==> config.mk <==
export PLATFORM = sky130hd
export DESIGN_NAME = multicycle_control_unit
export DESIGN_NICKNAME = d
export VERILOG_FILES = /design/src/rtl/mips_pkg.sv /design/src/rtl/multicycle_control_unit.sv
export SDC_FILE = /design/constraint.sdc
export NUM_CORES = 1
export LEC_CHECK = 0
export ABC_AREA = 1
export CELL_PAD_IN_SITES_DETAIL_PLACEMENT = 1
export CELL_PAD_IN_SITES_GLOBAL_PLACEMENT = 1
export CORE_MARGIN = 2
export CORE_UTILIZATION = 21
export DETAILED_ROUTE_END_ITERATION = 10
export GPL_TIMING_DRIVEN = 0
export PLACE_DENSITY_LB_ADDON = 0.05
export SYNTH_ARGS = -nofsm -noshare
export SYNTH_HDL_FRONTEND = slang
export SYNTH_SLANG_ARGS = --single-unit
==> constraint.sdc <==
create_clock -name clk -period 1.3 [get_ports clk]
set_clock_uncertainty 0.2 [all_clocks]
set_input_delay 0.13 -clock clk [delete_from_list [all_inputs] [get_ports clk]]
set_output_delay 0.13 -clock clk [all_outputs]
set_load 0.05 [all_outputs]
==> src/rtl/mips_pkg.sv <==
// Shared definitions for the multi-cycle MIPS datapath: state encoding,
// opcodes, ALU operation codes and datapath mux select codes.
package mips_pkg;

  // Control FSM state encoding. Codes 12-15 are never used.
  typedef enum logic [3:0] {
    S_FETCH  = 4'd0,
    S_DECODE = 4'd1,
    S_MEMADR = 4'd2,
    S_MEMRD  = 4'd3,
    S_MEMWB  = 4'd4,
    S_MEMWR  = 4'd5,
    S_EXEC   = 4'd6,
    S_ALUWB  = 4'd7,
    S_BRANCH = 4'd8,
    S_JUMP   = 4'd9,
    S_ADDIEX = 4'd10,
    S_ADDIWB = 4'd11
  } state_e;

  // Supported opcodes (IR[31:26]).
  localparam logic [5:0] OP_RTYPE = 6'b000000;
  localparam logic [5:0] OP_LW    = 6'b100011;
  localparam logic [5:0] OP_SW    = 6'b101011;
  localparam logic [5:0] OP_BEQ   = 6'b000100;
  localparam logic [5:0] OP_J     = 6'b000010;
  localparam logic [5:0] OP_ADDI  = 6'b001000;

  // alu_op codes, shared with the ALU control unit.
  localparam logic [1:0] ALU_OP_ADD   = 2'b00;
  localparam logic [1:0] ALU_OP_SUB   = 2'b01;
  localparam logic [1:0] ALU_OP_FUNCT = 2'b10;

  // ALU B input select codes.
  localparam logic [1:0] ALU_B_REG     = 2'b00;
  localparam logic [1:0] ALU_B_FOUR    = 2'b01;
  localparam logic [1:0] ALU_B_IMM     = 2'b10;
  localparam logic [1:0] ALU_B_IMM_SH2 = 2'b11;

  // PC source select codes.
  localparam logic [1:0] PC_SRC_ALU    = 2'b00;
  localparam logic [1:0] PC_SRC_ALUOUT = 2'b01;
  localparam logic [1:0] PC_SRC_JUMP   = 2'b10;

  // True for the two memory-referencing opcodes that share address calculation.
  function automatic logic is_mem_op(input logic [5:0] opcode);
    return (opcode == OP_LW) || (opcode == OP_SW);
  endfunction

endpackage

==> src/rtl/multicycle_control_unit.sv <==
// Main control FSM for the multi-cycle MIPS datapath. The state register is
// the only storage; every datapath control is a combinational decode of the
// current state, with mem_ready gating only the fetch-stage load enables.
module multicycle_control_unit
  import mips_pkg::*;
(
  input  logic       clk,
  input  logic       rst_n,
  input  logic [5:0] op,
  input  logic       mem_ready,
  output logic       pc_write,
  output logic       pc_write_cond,
  output logic       i_or_d,
  output logic       mem_read,
  output logic       mem_write,
  output logic       ir_write,
  output logic       mem_to_reg,
  output logic       reg_dst,
  output logic       reg_write,
  output logic       alu_src_a,
  output logic [1:0] alu_src_b,
  output logic [1:0] alu_op,
  output logic [1:0] pc_source,
  output logic       illegal_op,
  output logic [3:0] state
);

  state_e state_q;
  state_e state_d;

  // State register; reset returns to FETCH immediately without a clock.
  always_ff @(posedge clk or negedge rst_n) begin
    if (!rst_n) begin
      state_q <= S_FETCH;
    end else begin
      state_q <= state_d;
    end
  end

  // Next-state and output decode; every output defaults to 0 so unlisted
  // outputs (and the unreachable encodings) drive nothing.
  always_comb begin
    state_d       = S_FETCH;
    pc_write      = 1'b0;
    pc_write_cond = 1'b0;
    i_or_d        = 1'b0;
    mem_read      = 1'b0;
    mem_write     = 1'b0;
    ir_write      = 1'b0;
    mem_to_reg    = 1'b0;
    reg_dst       = 1'b0;
    reg_write     = 1'b0;
    alu_src_a     = 1'b0;
    alu_src_b     = ALU_B_REG;
    alu_op        = ALU_OP_ADD;
    pc_source     = PC_SRC_ALU;
    illegal_op    = 1'b0;

    case (state_q)
      S_FETCH: begin
        // Read instruction at PC and compute PC+4; IR and PC load only once
        // the memory has delivered the word.
        mem_read  = 1'b1;
        i_or_d    = 1'b0;
        alu_src_a = 1'b0;
        alu_src_b = ALU_B_FOUR;
        alu_op    = ALU_OP_ADD;
        pc_source = PC_SRC_ALU;
        ir_write  = mem_ready;
        pc_write  = mem_ready;
        if (mem_ready) begin
          state_d = S_DECODE;
        end else begin
          state_d = S_FETCH;
        end
      end

      S_DECODE: begin
        // Speculatively compute the branch target into ALUOut.
        alu_src_a = 1'b0;
        alu_src_b = ALU_B_IMM_SH2;
        alu_op    = ALU_OP_ADD;
        if (is_mem_op(op)) begin
          state_d = S_MEMADR;
        end else begin
          case (op)
            OP_RTYPE: state_d = S_EXEC;
            OP_BEQ:   state_d = S_BRANCH;
            OP_J:     state_d = S_JUMP;
            OP_ADDI:  state_d = S_ADDIEX;
            default: begin
              state_d    = S_FETCH;
              illegal_op = 1'b1;
            end
          endcase
        end
      end

      S_MEMADR: begin
        // Effective address = A + sign-extended immediate.
        alu_src_a = 1'b1;
        alu_src_b = ALU_B_IMM;
        alu_op    = ALU_OP_ADD;
        if (op == OP_LW) begin
          state_d = S_MEMRD;
        end else if (op == OP_SW) begin
          state_d = S_MEMWR;
        end else begin
          state_d = S_FETCH;
        end
      end

      S_MEMRD: begin
        // Data read held until the memory completes.
        mem_read = 1'b1;
        i_or_d   = 1'b1;
        if (mem_ready) begin
          state_d = S_MEMWB;
        end else begin
          state_d = S_MEMRD;
        end
      end

      S_MEMWB: begin
        reg_write  = 1'b1;
        mem_to_reg = 1'b1;
        reg_dst    = 1'b0;
        state_d    = S_FETCH;
      end

      S_MEMWR: begin
        // Data write held until the memory completes.
        mem_write = 1'b1;
        i_or_d    = 1'b1;
        if (mem_ready) begin
          state_d = S_FETCH;
        end else begin
          state_d = S_MEMWR;
        end
      end

      S_EXEC: begin
        alu_src_a = 1'b1;
        alu_src_b = ALU_B_REG;
        alu_op    = ALU_OP_FUNCT;
        state_d   = S_ALUWB;
      end

      S_ALUWB: begin
        reg_write  = 1'b1;
        reg_dst    = 1'b1;
        mem_to_reg = 1'b0;
        state_d    = S_FETCH;
      end

      S_BRANCH: begin
        // Compare A and B; PC takes the precomputed target if equal.
        alu_src_a     = 1'b1;
        alu_src_b     = ALU_B_REG;
        alu_op        = ALU_OP_SUB;
        pc_write_cond = 1'b1;
        pc_source     = PC_SRC_ALUOUT;
        state_d       = S_FETCH;
      end

      S_JUMP: begin
        pc_write  = 1'b1;
        pc_source = PC_SRC_JUMP;
        state_d   = S_FETCH;
      end

      S_ADDIEX: begin
        alu_src_a = 1'b1;
        alu_src_b = ALU_B_IMM;
        alu_op    = ALU_OP_ADD;
        state_d   = S_ADDIWB;
      end

      S_ADDIWB: begin
        reg_write  = 1'b1;
        reg_dst    = 1'b0;
        mem_to_reg = 1'b0;
        state_d    = S_FETCH;
      end

      default: begin
        // Unreachable encodings recover to FETCH with all outputs idle.
        state_d = S_FETCH;
      end
    endcase
  end

  assign state = state_q;

endmodule

# Word level (Yosys, flattened, before mapping)
# Index checks and enable logic that the tools add are counted.
[classes]
eq_ne = 16
n_mux = 24
n_reduce_logical = 9
[ops]
columns = ["op", "n"]
rows = [
  ["$pmux W4 S7", 1],
  ["$eq A4 B3 Y1 const B", 4],
  ["$eq A4 B4 Y1 const B", 4],
  ["$pmux W4 S4", 1],
  ["$mux W1", 13],
  ["$eq A6 B6 Y1 const B", 2],
  ["$mux W3", 4],
  ["$eq A4 B2 Y1 const B", 2],
  ["$pmux W2 S2", 2],
  ["$reduce_or A4 Y1", 2],
  ["$eq A6 B2 Y1 const B", 1],
  ["$eq A6 B3 Y1 const B", 1],
  ["$eq A6 B4 Y1 const B", 1],
  ["$logic_not A6 Y1", 1],
  ["$pmux W2 S3", 1],
  ["$reduce_or A2 Y1", 3],
  ["$eq A4 B1 Y1 const B", 1],
  ["$logic_not A4 Y1", 1],
  ["$mux W4", 1],
  ["$reduce_or A3 Y1", 1],
  ["$pmux W1 S2", 1],
  ["$logic_or A1 B1 Y1", 1],
]
[totals]
reg_bits = 4
input_bits = 9
output_inout_bits = 21
elab_cells = 50

# Logic depth before layout (Yosys ltp)
# Gate-level depths: netlist (run 1).
[logic_depth]
ltp_word = 5
ltp_mapped = 6
depth_no_buf = 6

# Worst setup path before layout (run 1)
# No wires, ideal clock.
[synth_path]
kind = "register to output"
start = "register state_q[3] (netlist: state[3])"
end = "output port alu_src_a"
required_ns = 0.970
path_slack_ns = -1.152
path_stages_with_launch = 7
t_arrival_ns = 2.122
n_path_buf = 0
cell_sequence = "dfrtp_1 > inv_1 > nor2_1 > inv_1 > nor2_1 > nor2_1 > nand2_1"
[synth_between]
elab_chain_cells = 3
[synth_lines]
columns = ["item", "line", "source"]
rows = [
  ["start: declaration", "multicycle_control_unit.sv:28", "state_e state_q;"],
  ["start signal: assignment", "multicycle_control_unit.sv:36", "state_q <= state_d;"],
  ["$eq A4 B2 Y1, or another cell as far along", "multicycle_control_unit.sv:59", "case (state_q)"],
  ["$reduce_or A4 Y1 (no source line) (*)", "--", ""],
  ["$mux W1 (*)", "multicycle_control_unit.sv:59", ""],
  ["end: declaration", "multicycle_control_unit.sv:20", "output logic alu_src_a,"],
]
# Every way passes the cells marked *; elsewhere a longest branch is shown, timed or not.

# Worst setup path after layout (run 1)
[layout_path]
start = "register state_q[1] (netlist: state[1])"
end = "output port alu_src_a"
# Same word-level chain as after synthesis.

==> results of run 1 <==
power breakdown:
group | leakage [nW] | internal [mW] | total, mW | switching (mW)
sequential | 0.0481 | 0.131 | 0.149 | 0.0177
clock | 0.0138 | 0.103 | 0.152 | 0.0486
combinational | 0.509 | 0.150 | 0.377 | 0.227
total | 0.571 | 0.384 | 0.678 | 0.293
layout make-up:
type / instances / area [µm²]
fill: 284 / 993
tap: 28 / 35.0
clock buffer: 3 / 22.5
sequential: 4 / 105
timing repair buffer: 45 / 464
multi-input combinational: 69 / 479
inverter: 17 / 80.1
buffer: 1 / 11.3
worst paths after layout:
kind,start,to,slack [ps]
setup / recovery,state[1],alu_src_a,-420
hold / removal,op[1],state[0],410
setup reg to reg,state[1],state[0],-210
hold reg to reg,state[2],state[3],460
max in group asynchronous,rst_n,state[1],280
min in group asynchronous,rst_n,state[3],440
stage by stage:
| step | TNS [ps] | util, % |
|---|---|---|
| detailed placement | -15040 | 41.1 |
| finish | -6470 | 54.7 |
| global route | -7890 | 54.7 |
| floorplan | -5820 | - |
| global placement | -15000 | 41.1 |
| CTS | -6290 | 48.8 |
worst min-delay path, stage by stage:
cell and delay, ps:
clkdlybuf4s50_1 460, nand4_1 120, nand3_1 80
layer usage:
metal  share of wire, %  global-route usage, %  up-vias
met3                3.6                   2.59        2
met1                 40                   19.0      360
met5                  0                      0        -
li1                   -                      -      380
met4                1.4                   4.39        0
met2                 55                   26.4       21
cell usage in the layout (no fill, tap or decap):
| master | n |
|---|---|
| nor3_2 | 2 |
| o21ai_0 | 1 |
| inv_1 | 6 |
| a21oi_4 | 1 |
| buf_2 | 2 |
| buf_8 | 7 |
| nor2_4 | 9 |
| buf_4 | 12 |
| nand2_4 | 3 |
| nand2_1 | 11 |
| a22oi_2 | 1 |
| clkinvlp_4 | 3 |
| nand3_2 | 3 |
| o21ai_2 | 2 |
| nand4_1 | 1 |
| nor2_1 | 11 |
| dfrtp_2 | 4 |
| dlygate4sd3_1 | 1 |
| inv_2 | 6 |
| nor2_2 | 7 |
| nand3_1 | 9 |
| clkbuf_4 | 3 |
| inv_4 | 2 |
| clkdlybuf4s50_1 | 8 |
| o21ai_1 | 1 |
| nand2_8 | 1 |
| nand2_2 | 5 |
| buf_6 | 16 |
| xor2_1 | 1 |
timing repair:
item / CTS / global route
hold buffers: 1 / 0
gates resized for setup: 159 / 24
setup buffers: 11 / 4
endpoints found under the setup margin: 25 / 22
hold endpoints to repair: 4 / 0
pin swaps: 7 / 7
cells by family after synthesis:
group                  count (synthesis)  synth area share [%]
AO/OA/AOI/OAI                          6                  6.77
XOR/XNOR                               1                  1.82
buffers and inverters                 18                  14.8
flip-flops                             4                  20.8
AND/OR/NAND/NOR                       62                  55.7
==> results.md, run 1 <==
* Status: finished with violations
* Failing checks: negative setup slack
* CP dominant cell by count: nor2_4
* DP Cell Count at between 100 and 150
* Area grow syn2layout at 149%
* First-pass GRT wire length at a little over 3000 µm
* RSZ-0062 raised after global routing: yes
* DRT antenna net count at 0
* Leak Pwr at 0.571 nW
* Vias in the first global route at about 730
* Max stage delay on crit path at 470 ps
* HP Class: input port to flop
* Pre-CTS setup slack at -1030 ps
* Post-Syn Area at roughly 480 µm²
* Htree depth at 1
* Post-synth top flop: dfrtp_1
* Buf/Inv on CP at 3
* Tot Pwr at 678 µW
* Fmax at slightly below 600 MHz
* CTS root buf: clkbuf_4
* Worst EP arrival at between 1000 and 1500 ps
* Yosys warns at 0
* Max-cap violations at 0
* Via density at between 4 and 5
* # setup viols final at 20
* Commonest cells in the netlist: 23 x nor2_1, 20 x nand2_1, 17 x inv_1, 12 x nand3_1, 4 x dfrtp_1
* Pwr per Cell Area at between 500 and 600 mW/mm²
* Final Non-Filler Cells at 167
* CTS tree: built
* Crit. End Element: output pin
* Die area at roughly 0.0027 mm²
* Number of remaining DRC errors at 0
* Delay-heaviest family, CP: flip-flops
* GPL Wtd Cong at 0.825
* Cells along the critical path: inv_4 > nor2_4 > nand2_2 > clkinvlp_4 > nor2_4 > nand2_4 > buf_8
* Min setup slack post-route at -422 ps
* Slew Viols, Final at 0
* Worst-margin pin slew at 240 ps
* Skew-Pair Late Insertion Delay at between 200 and 250 ps
* First-pass DRT Iterations at 4
* Initial antenna violation count at 0
* Layout cells sized above 1 at 64.0%
* Worst Hold Margin at 409 ps
* Critical path class: flop to output pin
* Cell Rows at 17
* Routed len/inst at between 10 and 15 µm
* Reg2Reg Depth at 7
* Cells after synthesis at between 90 and 100
* CTS sink cnt at 4
* Mean Syn Cell Area at 5.28 µm²
* Final period util at 132%
* Worst path depth at 7
* CTS buffer count at 3
* GRT Overall Usage at about 15%
* Synth top area share at about a fifth
* Layout Nets at 150
* Final Critical Period at 1720 ps
* Leading area contributor after synthesis: dfrtp_1
* CP max FO at 6
* Post-Layout Inst Area at around 0.0012 mm²
* IO Pins at 30
* Placed wire-length estimate at between 1000 and 1500 µm
* Port bufs at 29
* Count leader, synth: nor2_1
* Core area at roughly 0.0022 mm²
* Clock Path Buffers at 2
* Hold Vio Cnt, Final at 0
* Cell Area, Placed at approximately 900 µm²
* Grt total ovfl at 0
* Startpoint type of the worst setup path: flop
* DR vias at 763
* Slew margin rel. at roughly 84%
* Post-synth EDFFs at 0
* CP Data Required Time at between 900 and 1000 ps
* Clock-pin slew on the worst setup and hold paths at roughly 30 ps
* Syn nets at 100
* Synth Register Bits at 4
* Initial Utilization at about 22%
* Sequential-to-total area share from yosys stat at between 20% and 30%
* Routed Wire Length at just over 2000 µm
* Largest register FFs at 4
* # diodes at 0
* DR iter-0 viols at 7
* Slowest CP cell: dfrtp_2
* Post-synth ARST share at between 90% and 100%
* Die width at 51.8 µm
* Hold depth at 3
* Die H at ~52 µm
* Largest net degree at the start of global routing at 7
* Synth area leaders: dfrtp_1 21%, nor2_1 18%, nand2_1 16%
* Max IR drop VDD at approximately 0.48 mV
* Unique masters post-synth at 15
(Power assumes the default switching activity.)
==> run 2: changes to the inputs <==
--- a/config.mk
+++ b/config.mk
@@ -5,11 +5,10 @@
 export SDC_FILE = /design/constraint.sdc
 export NUM_CORES = 1
 export LEC_CHECK = 0
-export ABC_AREA = 1
 export CELL_PAD_IN_SITES_DETAIL_PLACEMENT = 1
 export CELL_PAD_IN_SITES_GLOBAL_PLACEMENT = 1
 export CORE_MARGIN = 2
-export CORE_UTILIZATION = 21
+export CORE_UTILIZATION = 25
 export DETAILED_ROUTE_END_ITERATION = 10
 export GPL_TIMING_DRIVEN = 0
 export PLACE_DENSITY_LB_ADDON = 0.05
==> results.md, run 2 <==
* Post-Syn Area at about 540 µm²
* IO Pins at 30
* Initial Utilization at between 20 and 30%
* Cells after synthesis at 75
* Largest net degree at the start of global routing at 11
* Stopped at: global routing (5_1_grt)
* Yosys warns at 0
* Cell Rows at 16
* Htree depth at 1
* Status: stopped before the end
* Stop Error: [ERROR DPL-0033] detailed placement checks failed during check placement.
* Die width at roughly 50 µm
* CTS buffer count at 3
* Pre-CTS setup slack at -1230 ps
* Synth top area share at 18.6%
* CTS sink cnt at 4
* Sequential-to-total area share from yosys stat at 18.6%
* Count leader, synth: nor2_1
* Syn nets at 84
* CTS root buf: clkbuf_4
* Synth area leaders: dfrtp_1 19%, nand2b_1 9.3%, nor2_1 7.0%
* Die H at between 50 and 60 µm
* Initial antenna violation count at 0
* Last worst endpoint in the global-route repair_timing: pc_write
* Leading area contributor after synthesis: dfrtp_1
* Commonest cells in the netlist: 10 x nor2_1, 8 x nand2b_1, 6 x nor3_1, 5 x buf_2
* Port bufs at 27
* Placed wire-length estimate at between 1500 and 2000 µm
* Mean Syn Cell Area at around 7.2 µm²
* Post-synth EDFFs at 0
* Synth Register Bits at 4
* Post-synth top flop: dfrtp_1
* Clock Path Buffers at 2
* Worst-path end type: output port
* GPL Wtd Cong at about 0.75
* Post-synth ARST share at 100%
* Unique masters post-synth at 33
==> run 2: metrics by stage <==
| stage | TNS [ps] | utilization [%] | hold WS, ps | cells | area, µm² |
|---|---|---|---|---|---|
| floorplan | -8430 | - | -366 | 75 | 759 |
| global placement | -17650 | 53.1 | 136 | 129 | 1060 |
| detailed placement | -18070 | 53.1 | 145 | 129 | 1060 |
| CTS | -7720 | 67.6 | 120 | 149 | 1350 |
==> run 2: what timing repair did <==
| action | in CTS |
|---|---|
| hold endpoints to repair | 4 |
| hold buffers | 1 |
| setup endpoints to repair | 25 |
| pin swaps | 7 |
| gates resized for setup | 169 |
| buffers inserted | 16 |
==> run 2: kinds of logic after synthesis <==
family                    synth area share (%)
xor gates and xnor gates                  3.26
buffers and inverters                     8.16
and+or+nand+nor                           45.7
AOI/OAI and AO/OA                         24.2
DFF                                       18.6
==> run 3: changes to the inputs <==
==> config.mk (replaced) <==
export PLATFORM = sky130hd
export DESIGN_NAME = multicycle_control_unit
export DESIGN_NICKNAME = d
export VERILOG_FILES = /design/src/rtl/mips_pkg.sv /design/src/rtl/multicycle_control_unit.sv
export SDC_FILE = /design/constraint.sdc
export NUM_CORES = 1
export LEC_CHECK = 0
export CORE_AREA = 2 2 63 65
export DETAILED_ROUTE_END_ITERATION = 10
export DIE_AREA = 0 0 65 67
export GPL_TIMING_DRIVEN = 0
export PLACE_DENSITY_LB_ADDON = 0.15
export SYNTH_ARGS = -nofsm -noshare
export SYNTH_HDL_FRONTEND = slang
export SYNTH_SLANG_ARGS = --single-unit
==> results.md, run 3 <==
* Post-synth ARST share at 100%
* Worst-margin pin slew at slightly below 400 ps
* Area grow syn2layout at 172%
* Leading area contributor after synthesis: dfrtp_1
* Final Non-Filler Cells at approximately 180
* Post-synth EDFFs at 0
* Post-Layout Inst Area at 0.00146 mm²
* RSZ-0062 raised after global routing: yes
* Critical path class: flop to output pin
* Sequential-to-total area share from yosys stat at 18.6%
* CP max FO at 6
* Post-Route M1 WL at between 1000 and 1500 µm
* CTS buffer count at 3
* Cells along the critical path: buf_6 > or2_4 > a2111oi_4 > buf_6
* DRT antenna net count at 0
* Max stage delay on crit path at 410 ps
* Commonest non-fill, non-tap cell in the layout: buf_6
* Largest register FFs at 4
* Clock-pin slew on the worst setup and hold paths at about 30 ps
* GPL Wtd Cong at 0.736
* Layout Nets at around 140
* Slew margin rel. at about three quarters
* Setup_tns at -7380 ps
* CTS root buf: clkbuf_8
* Yosys warns at 0
* Fmax at 562 MHz
* First-pass DRT Iterations at 2
* Multi-input gate area at 652 µm²
* Number of remaining DRC errors at 0
* CP Data Required Time at between 900 and 1000 ps
* Vias in the first global route at 764
* Die area at 0.00436 mm²
* Worst path depth at 4
* CTS tree: built
* Clock Path Buffers at 2
* Internal reg-to-reg setup slack at -340 ps
* RR Endpoint: state[2]
* Register Area at ~110 µm²
* Syn nets at 84
* Met3 wire length at a little under 100 µm
* GRT Overall Usage at approximately 11%
* Synth top area share at between 10% and 20%
* Max IR drop VDD at between 0.5 and 0.6 mV
* Layout cells sized above 1 at a little under three quarters
* Port bufs at 27
* DR top layer: met4
* CTS sink cnt at 4
* Cell Area, Placed at 0.00109 mm²
* Skew-Pair Late Insertion Delay at approximately 220 ps
* Die H at approximately 67 µm
* # setup viols final at 21
* Hold path start: op[2]
* Worst EP arrival at ~1500 ps
* IO Pins at 30
* Grt total ovfl at 0
* Commonest cells in the netlist: 10 x nor2_1, 8 x nand2b_1, 6 x nor3_1, 5 x buf_2
* Mean Syn Cell Area at about 7 µm²
* Worst Hold Margin at roughly 130 ps
* Core area at between 0.003 and 0.004 mm²
* Htree depth at 1
* Post-Syn Area at roughly 540 µm²
* CP dominant cell by count: buf_6
* Placed wire-length estimate at roughly 1500 µm
* Synth Register Bits at 4
* Initial antenna violation count at 0
* Leak Pwr at roughly 0.56 nW
* Final period util at 137%
* Worst R2R Start: state[3]
* Most frequent cells in the layout: 24 x buf_6, 16 x buf_4, 8 x nor2_4
* DP Cell Count at 150
* Largest net degree at the start of global routing at 10
* Max-cap violations at 0
* DR vias at 770
* Status: finished with violations
* Post-synth top flop: dfrtp_1
* First-pass GRT wire length at 3670 µm
* Failing checks: negative setup slack
* HP Class: input port to flop
* Synth area leaders: dfrtp_1 19%, nand2b_1 9.3%, nor2_1 7.0%
* Slew Viols, Final at 0
* Initial Utilization at between 10% and 20%
* Slowest CP cell: dfrtp_2
* Cells after synthesis at 75
* Buf/Inv on CP at 2
* Unique masters post-synth at 33
* Met2 WL at roughly 1100 µm
* Count leader, synth: nor2_1
* DR iter-0 viols at 13
* Routed len/inst at about 13 µm
* Die width at about 65 µm
* Final Critical Period at ~1800 ps
* Start point of the critical path: state[3]
* Pwr per Cell Area at 601 mW/mm²
* Routed Wire Length at approximately 2200 µm
* Via density at between 4 and 5
* # diodes at 0
* Cell Rows at 22
* Filler Cell Count at 377
* Delay-heaviest family, CP: flip-flops
* Worst setup path end: illegal_op
* Reg2Reg Depth at 6
* Startpoint type of the worst setup path: flop
* Crit. End Element: output pin
* Min setup slack post-route at -479 ps
* Hold Vio Cnt, Final at 0
## run 3: cell counts after synthesis
No cell type changed its count.
## run 3: cells by family after synthesis
logic type / count (synthesis) / share of synthesized area (%)
buffers and inverters: 8 / 8.16
XOR/XNOR: 2 / 3.26
AND/OR/NAND/NOR: 42 / 45.7
AO/OA/AOI/OAI: 19 / 24.2
flip-flops: 4 / 18.6
## run 3: worst min path at each step
stage	slack [ps]	to	cells past startpoint
global route	160	state[1]	4
finish	130	state[1]	4
floorplan	-370	state[0]	0
detailed placement	150	state[2]	1
global placement	140	state[2]	1
CTS	130	state[1]	4
## run 3: metal layers
| layer | vias up | global-route usage [%] |
|---|---|---|
| li1 | 384 | - |
| met1 | 358 | 13.5 |
| met2 | 26 | 18.9 |
| met3 | 2 | 2.20 |
| met4 | 0 | 3.72 |
| met5 | - | 0 |
## run 3: cell type report
class	count	area share [%]
Multi-Input combinational cell	63	44.7
Timing Repair Buffer	52	35.0
Sequential cell	4	7.21
Buffer	6	6.09
Tap cell	48	4.12
Clock buffer	3	2.83
## run 3: tightest hold or removal path, stage by stage
cell      delay [ps]
clkbuf_4         180
nor3_4            70
o21ai_1           60
o21ai_1           60
## run 3: timing repair
| action | in CTS | in global routing |
|---|---|---|
| setup buffers | 17 | 7 |
| hold buffers | 1 | 0 |
| resized for setup | 164 | 10 |
| setup endpoints to repair | 25 | 23 |
| hold endpoints to repair | 4 | 0 |
| pin swaps | 11 | 5 |
## run 3: per-stage QoR
step                      power (mW)  worst slack (ps)  util [%]
final                          0.876              -479      40.4
after global routing           0.931              -540      40.4
after CTS                      0.856              -533      37.6
after detailed placement       0.536             -1250      30.2
after global placement         0.533             -1210      30.2
after floorplan                0.423              -699         -
## run 3: report_power, final
group / internal [mW] / leakage (nW) / switching [mW]
registers: 0.131 / 0.0481 / 0.0122
clock network: 0.197 / 0.0216 / 0.0633
logic: 0.210 / 0.492 / 0.261
total: 0.539 / 0.562 / 0.337
